$ cat src/rtl/demux_route_ctrl.sv
// rtl/demux_route_ctrl.sv - break-before-make sequencer driving a 1-to-4 enabled demux
module demux_route_ctrl #(
    parameter int HOLD_CYC = 4,
    parameter int GAP_CYC  = 1,
    parameter int CW       = 8
) (
    input  logic       clk,
    input  logic       rst,
    input  logic       req_valid,
    output logic       req_ready,
    input  logic [1:0] req_dest,
    input  logic       req_data,
    input  logic       abort,
    output logic       d,
    output logic [1:0] s,
    output logic       En,
    output logic       busy,
    output logic       done,
    output logic       aborted
);

    typedef enum logic [1:0] {
        ST_IDLE,
        ST_SETUP,
        ST_DRIVE,
        ST_GAP
    } state_t;

    localparam int              HOLD_EFF  = (HOLD_CYC < 1) ? 1 : HOLD_CYC;
    localparam logic [CW-1:0]   HOLD_LD   = CW'(HOLD_EFF - 1);
    // An aborted transfer always spends at least one GAP cycle, so the
    // reload value is the same for the normal and the abort path.
    localparam logic [CW-1:0]   GAP_LD    = CW'((GAP_CYC < 1) ? 0 : GAP_CYC - 1);
    localparam logic [CW-1:0]   CNT_ONE   = CW'(1);
    localparam logic            HOLD_ONE  = (HOLD_EFF == 1);
    localparam logic            GAP_NONE  = (GAP_CYC < 1);

    state_t        r_state;
    logic [CW-1:0] r_cnt;
    logic          r_ready;
    logic          r_d;
    logic [1:0]    r_s;
    logic          r_en;
    logic          r_busy;
    logic          r_done;
    logic          r_aborted;

    always_ff @(posedge clk) begin
        if (rst) begin
            r_state   <= ST_IDLE;
            r_cnt     <= '0;
            r_ready   <= 1'b0;
            r_d       <= 1'b0;
            r_s       <= 2'b00;
            r_en      <= 1'b0;
            r_busy    <= 1'b0;
            r_done    <= 1'b0;
            r_aborted <= 1'b0;
        end else begin
            r_done    <= 1'b0;
            r_aborted <= 1'b0;
            case (r_state)
                ST_IDLE: begin
                    // r_ready is low only in the first cycle after reset
                    if (req_valid && r_ready) begin
                        r_s     <= req_dest;
                        r_d     <= req_data;
                        r_ready <= 1'b0;
                        r_busy  <= 1'b1;
                        r_cnt   <= HOLD_LD;
                        r_state <= ST_SETUP;
                    end else begin
                        r_ready <= 1'b1;
                    end
                end
                ST_SETUP: begin
                    if (abort) begin
                        r_aborted <= 1'b1;
                        r_cnt     <= GAP_LD;
                        r_state   <= ST_GAP;
                    end else begin
                        r_en    <= 1'b1;
                        r_done  <= HOLD_ONE;
                        r_cnt   <= HOLD_LD;
                        r_state <= ST_DRIVE;
                    end
                end
                ST_DRIVE: begin
                    if (abort) begin
                        r_en      <= 1'b0;
                        r_aborted <= 1'b1;
                        r_cnt     <= GAP_LD;
                        r_state   <= ST_GAP;
                    end else if (r_cnt == '0) begin
                        r_en <= 1'b0;
                        if (GAP_NONE) begin
                            r_busy  <= 1'b0;
                            r_ready <= 1'b1;
                            r_state <= ST_IDLE;
                        end else begin
                            r_cnt   <= GAP_LD;
                            r_state <= ST_GAP;
                        end
                    end else begin
                        r_cnt  <= r_cnt - CNT_ONE;
                        r_done <= (r_cnt == CNT_ONE);
                    end
                end
                ST_GAP: begin
                    if (r_cnt == '0) begin
                        r_busy  <= 1'b0;
                        r_ready <= 1'b1;
                        r_state <= ST_IDLE;
                    end else begin
                        r_cnt <= r_cnt - CNT_ONE;
                    end
                end
                default: begin
                    r_en    <= 1'b0;
                    r_busy  <= 1'b0;
                    r_cnt   <= '0;
                    r_state <= ST_IDLE;
                end
            endcase
        end
    end

    assign req_ready = r_ready;
    assign d         = r_d;
    assign s         = r_s;
    assign En        = r_en;
    assign busy      = r_busy;
    assign done      = r_done;
    assign aborted   = r_aborted;

endmodule

$ cat config.mk
export PLATFORM = sky130hd
export DESIGN_NAME = demux_route_ctrl
export DESIGN_NICKNAME = d
export VERILOG_FILES = /design/src/rtl/demux_route_ctrl.sv
export SDC_FILE = /design/constraint.sdc
export NUM_CORES = 1
export LEC_CHECK = 0
export ABC_CLOCK_PERIOD_IN_PS = 2300
export CAP_MARGIN = 5
export CORE_UTILIZATION = 52
export DETAILED_ROUTE_END_ITERATION = 10
export PLACE_DENSITY_LB_ADDON = 0.12
export REMOVE_ABC_BUFFERS = 1
export SLEW_MARGIN = 0
export SYNTH_ARGS = -nofsm -noshare
export SYNTH_HDL_FRONTEND = slang
export SYNTH_SLANG_ARGS = --single-unit
$ cat constraint.sdc
create_clock -name clk -period 2.3 [get_ports clk]
set_input_delay 0.46 -clock clk [delete_from_list [all_inputs] [get_ports clk]]
set_output_delay 0.46 -clock clk [all_outputs]
set_load 0.01 [all_outputs]
==> results of run 1 <==
-- area by class of cell --
| cell class | count | area, µm² |
|---|---|---|
| tap | 25 | 31.28 |
| timing repair buffer | 17 | 162.7 |
| sequential | 18 | 360.3 |
| inverter | 6 | 22.52 |
| clock buffer | 4 | 36.28 |
| fill | 144 | 565.5 |
| multi-input combinational | 83 | 604.3 |
-- sequential cells by signal, indices dropped and copies added (netlist names) --
| name | count |
|---|---|
| aborted | 1 |
| r_state | 2 |
| d | 1 |
| En | 1 |
| busy | 1 |
| done | 1 |
| req_ready | 1 |
| r_cnt | 8 |
| s | 2 |
-- final timing paths --
path | startpoint | slack [ns] | end | cells past startpoint
min | busy | 0.49 | busy | 2
max reg2reg | r_state[0] | 0.27 | r_cnt[5] | 6
max | r_state[0] | 0.27 | r_cnt[5] | 6
min reg2reg | busy | 0.49 | busy | 2
-- metal layers --
| layer | track usage | vias to the layer above | routed length [µm] |
|---|---|---|---|
| met2 | 0.3634 | 25 | 980 |
| met3 | 0.04706 | 4 | 110 |
| li1 | - | 451 | - |
| met4 | 0.05294 | 0 | 19 |
| met5 | 0 | - | 0 |
| met1 | 0.2952 | 416 | 970 |
-- cells by family after synthesis --
| kind of cell | synth area share |
|---|---|
| fa+ha+maj | 0.08610 |
| buf+inv | 0.05166 |
| flops | 0.3542 |
| simple gates | 0.2632 |
| compound gates | 0.2066 |
| mux | 0.02952 |
| xor+xnor | 0.008612 |
-- cell usage in the layout (no fill, tap or decap), types with 2 or more instances in the layout --
| cell type | count |
|---|---|
| nor4_1 | 2 |
| nor2b_1 | 4 |
| nand3_1 | 5 |
| nor2_1 | 7 |
| a21oi_1 | 7 |
| ha_1 | 7 |
| nor3_1 | 2 |
| nand3b_1 | 2 |
| or2_2 | 2 |
| dfxtp_1 | 18 |
| a211oi_1 | 2 |
| o21ai_0 | 5 |
| nand2_1 | 4 |
| o31ai_1 | 3 |
| or4_1 | 2 |
| nand2b_1 | 2 |
| inv_1 | 6 |
| buf_4 | 3 |
| clkdlybuf4s50_1 | 14 |
| clkbuf_4 | 3 |
| or3_1 | 2 |
| o211ai_1 | 2 |
| mux2i_1 | 3 |
| or4_4 | 3 |
| o22ai_1 | 2 |
-- through the flow --
step,setup slack [ns],cell area (µm²),utilization,instances
after detailed placement,0.05738,1181,0.6625,149
after CTS,0.2715,1217,0.6828,153
final,0.2741,1217,0.6828,153
after global placement,0.09261,1181,0.6625,149
after floorplan,0.3498,987.2,-,107
after global routing,0.2028,1217,0.6828,153
-- power by group --
| part | internal (mW) | switching (mW) |
|---|---|---|
| Clock | 0.0965 | 0.100 |
| Combinational | 0.435 | 0.469 |
| Sequential | 0.412 | 0.109 |
-- critical path: stages, from the launching register on --
cell and delay (ns):
dfxtp_1 0.39, inv_1 0.09, ha_1 0.22, a21boi_1 0.17
or4_4 0.47, or4b_1 0.48, a21oi_1 0.14
==> out/metrics.cfg, run 1 <==
[hold_path]
worstHoldPathType = flop to flop

[finish]
area_growth_pct = 19.68
nets = 143
diodes = 0
drive_above_1_share = 0.1250

[setup_path]
worstSetupPathType = flop to flop
path_max_fanout = 6
worstSetupStartpointType = flop
cp-end-kind = flop
worstPathRequired_ns = 2.53
arrival_ns = 2.26

[timing]
slew_viol_final = 0
rsz0062_at_grt = no
timing.hold.ws_ns = 0.4863
final_hold_viol_count = 0
tns_ns = 0
fin_worst_skew_ns = 0.002143
fin_crit_ns = 2.026
fmax_ghz = 0.4936
setup_viol = 0
fin_crit_sh = 0.8808
slew_headroom = 0.7502
tightestPinTransition_ns = 0.3713

[die]
die_w_um = 46.23
core_area_um2 = 1783
pin_count = 15
die_area_um2 = 2137
dieHeight_um = 46.23
rows = 15
start_util = 0.5705

[detailed_routing]
route.detailed.drc = 0
vias_per_cell = 5.856
routed-via-count = 896
drt-wirelength-per-cell_um = 13.60
first_pass_iters = 4
drtIter0Drc = 17
postRouteAntennaNets = 0
wirelength_um = 2081

[global_routing]
grt.total_usage = 0.2219
antenna_found_initial = 0
grt_max_degree = 11
grt_pass1_vias = 753
grt_pass1_wl_um = 3339
overflow = 0

[logic_synthesis]
synthCells = 111
ys_seq_area_frac = 0.3542
async_flop_share = 0
yosys_warnings = 0
yosysUniqueCellTypes = 39
synthTopCellsByCount = dfxtp_1 (18), a21oi_1 (7), ha_1 (7), nor2_1 (7), inv_1 (6)
synthTopCellsByArea = dfxtp_1 (35%), ha_1 (8.6%), a21oi_1 (3.4%)
yosysMostFrequentCell = dfxtp_1
avgSynthCellArea_um2 = 9.164
synth_top_area_frac = 0.3542
synth_edf_count = 0
synth_seq_cells = 18
syn-cell-area_um2 = 1017
synth_top_area_cell = dfxtp_1
ys.flop_type = dfxtp_1

[placement]
dp_hpwl_um = 1624
io_buffer_count = 14
gp_congestion = 0.8285

[clock_tree]
path_clk_slew_ns = 0.11
cts_tree = yes
cts_hold_buf = 0
clkSinkCount = 18
clkLatencyLatePin_ns = 0.29
postCtsSetupRepairBufs = 0
htree_levels = 1
cts_resized = 0
clockBufferDepth = 2
ctsRootBufferMaster = clkbuf_4
numCtsBuffers = 3

[run_status]
status = completed

[pwr]
peakVddDrop_uv = 719.5
power_density_nw_per_um2 = 1332
power_mw = 1.621
p_leak_nw = 0.4995

[flow_run]
drv_cap = 0

Power figures use the tool's default switching activity.
==> inputs of run 2 (changes only) <==
--- a/config.mk
+++ b/config.mk
@@ -10,6 +10,7 @@
 export CORE_UTILIZATION = 52
 export DETAILED_ROUTE_END_ITERATION = 10
 export PLACE_DENSITY_LB_ADDON = 0.12
+export RECOVER_POWER = 25
 export REMOVE_ABC_BUFFERS = 1
 export SLEW_MARGIN = 0
 export SYNTH_ARGS = -nofsm -noshare
==> run 2 against run 1 <==
Against the previous run: first-iteration DRC count unchanged; sequential share of layout area increased by 0.092 points; power decreased by 0.71%; combinational power decreased by 1%; clock power about the same; critical path depth unchanged; die area unchanged; final cell count unchanged; sequential power about the same.
==> out/metrics.cfg, run 2 (synthesized netlist as in run 1, its figures left out) <==
[finish]
layout.area.seq_um2 = 360.3  ; unchanged
area_growth_pct = 19.31
largest_reg_flops = 8  ; unchanged
final_common_cell = dfxtp_1
top_register = r_cnt
fillers = 144  ; unchanged
final_cell_mix = dfxtp_1 (18), clkdlybuf4s50_1 (13), nor2_1 (7), a21oi_1 (7), ha_1 (7)
multi_input_area_um2 = 604.3  ; unchanged
diodes = 0  ; unchanged
drive_above_1_share = 0.1172  ; -0.007813
nets = 143  ; unchanged

[placement]
io_buffer_count = 14  ; unchanged
gp_congestion = 0.8285  ; unchanged
dp_hpwl_um = 1624  ; unchanged

[setup_path]
worstSetupStartpointType = flop
cp-end-kind = flop
setup.worst_path.end = r_cnt[5]
path_max_fanout = 6  ; unchanged
worstPathRequired_ns = 2.53  ; about the same
r2r_start = r_state[0]
setup.worst_path.start = r_state[0]
arrival_ns = 2.26  ; about the same
rr_worst_depth = 6  ; unchanged
worstReg2RegEnd = r_cnt[5]
r2r_slack_ns = 0.28  ; about the same
worstSetupPathType = flop to flop

[clock_tree]
path_clk_slew_ns = 0.10  ; about the same
clockBufferDepth = 2  ; unchanged
clkSinkCount = 18  ; unchanged
numCtsBuffers = 3  ; unchanged
cts_resized = 0  ; unchanged
cts_hold_buf = 0  ; unchanged
cts_tree = yes
clkLatencyLatePin_ns = 0.29  ; about the same
ctsRootBufferMaster = clkbuf_4
postCtsSetupRepairBufs = 0  ; unchanged
htree_levels = 1  ; unchanged

[die]
die_area_um2 = 2137  ; unchanged
start_util = 0.5705  ; unchanged
core_area_um2 = 1783  ; unchanged
pin_count = 15  ; unchanged
die_w_um = 46.23  ; unchanged
dieHeight_um = 46.23  ; unchanged
rows = 15  ; unchanged

[pwr]
power_density_nw_per_um2 = 1326  ; -0.40%
peakVddDrop_uv = 694.4  ; -3.5%
power_mw = 1.610  ; -0.71%
p_leak_nw = 0.4965  ; -0.61%

[timing]
rsz0062_at_grt = no
fmax_ghz = 0.4941  ; +0.10%
fin_crit_ns = 2.024  ; -0.002081 ns
tightestPinTransition_ns = 0.3713  ; -0.000001907 ns
tns_ns = 0  ; unchanged
setup_viol = 0  ; unchanged
final_hold_viol_count = 0  ; unchanged
fin_worst_skew_ns = 0.001977  ; -0.0001658 ns
fin_crit_sh = 0.8799  ; -0.0009048
slew_viol_final = 0  ; unchanged
slew_headroom = 0.7502  ; about the same

[detailed_routing]
drt-wirelength-per-cell_um = 13.63  ; +0.19%
vias_per_cell = 5.843  ; -0.22%
routed-via-count = 894  ; -0.22%
first_pass_iters = 4  ; unchanged
wirelength_um = 2085  ; +0.19%
postRouteAntennaNets = 0  ; unchanged
drtIter0Drc = 17  ; unchanged
route.detailed.drc = 0  ; unchanged

[global_routing]
grt_pass1_wl_um = 3339  ; unchanged
grt.total_usage = 0.2219  ; unchanged
grt_pass1_vias = 753  ; unchanged
overflow = 0  ; unchanged
antenna_found_initial = 0  ; unchanged
grt_max_degree = 11  ; unchanged

[hold_path]
worstHoldPathType = flop to flop

[flow_run]
drv_cap = 0  ; unchanged

[run_status]
status = completed

run 2: cell count changes in the layout (fill, tap and decap cells not counted):
cell	delta
buf_4	-1
clkbuf_1	+1
clkdlybuf4s50_1	-1
dlygate4sd3_1	+1
run 2: metal layers:
layer	up-vias	GRT usage	share of wire
met5	-	0	0
met2	24	0.3634	0.47
met4	0	0.05294	0.0091
li1	453	-	-
met3	4	0.04706	0.052
met1	413	0.2952	0.47
run 2: worst max-delay path: stages (launching register included):
cell	delay, ns
dfxtp_1	0.39
inv_1	0.10
ha_1	0.22
a21boi_1	0.17
or4_4	0.47
or4b_1	0.48
a21oi_1	0.14
run 2: stage by stage:
| stage | utilization | std cells | worst slack [ns] | hold WS (ns) | cell area, µm² |
|---|---|---|---|---|---|
| floorplan | - | 107 | 0.3498 | 0.4723 | 987.2 |
| global placement | 0.6625 | 149 | 0.09261 | 0.4629 | 1181 |
| detailed placement | 0.6625 | 149 | 0.05738 | 0.4689 | 1181 |
| CTS | 0.6828 | 153 | 0.2715 | 0.4863 | 1217 |
| global route | 0.6807 | 153 | 0.2011 | 0.5058 | 1214 |
| finish | 0.6807 | 153 | 0.2762 | 0.4863 | 1214 |
run 2: worst min-delay path by stage:
stage	start	to	slack [ns]	cells past startpoint
floorplan	r_cnt[5]	r_cnt[5]	0.47	2
global placement	busy	busy	0.46	2
detailed placement	busy	busy	0.47	2
CTS	busy	busy	0.49	2
global route	busy	busy	0.51	2
finish	busy	busy	0.49	2
run 2: layout make-up:
cell class,count,area share
Clock buffer,4,0.02990
Timing Repair Buffer,17,0.1309
Tap cell,25,0.02577
Sequential cell,18,0.2969
Multi-Input combinational cell,83,0.4979
Inverter,6,0.01856
run 2: where the power goes:
part / internal (mW) / switching (mW) / total, mW
Clock: 0.0964 / 0.100 / 0.197
Combinational: 0.425 / 0.468 / 0.893
Sequential: 0.412 / 0.109 / 0.520
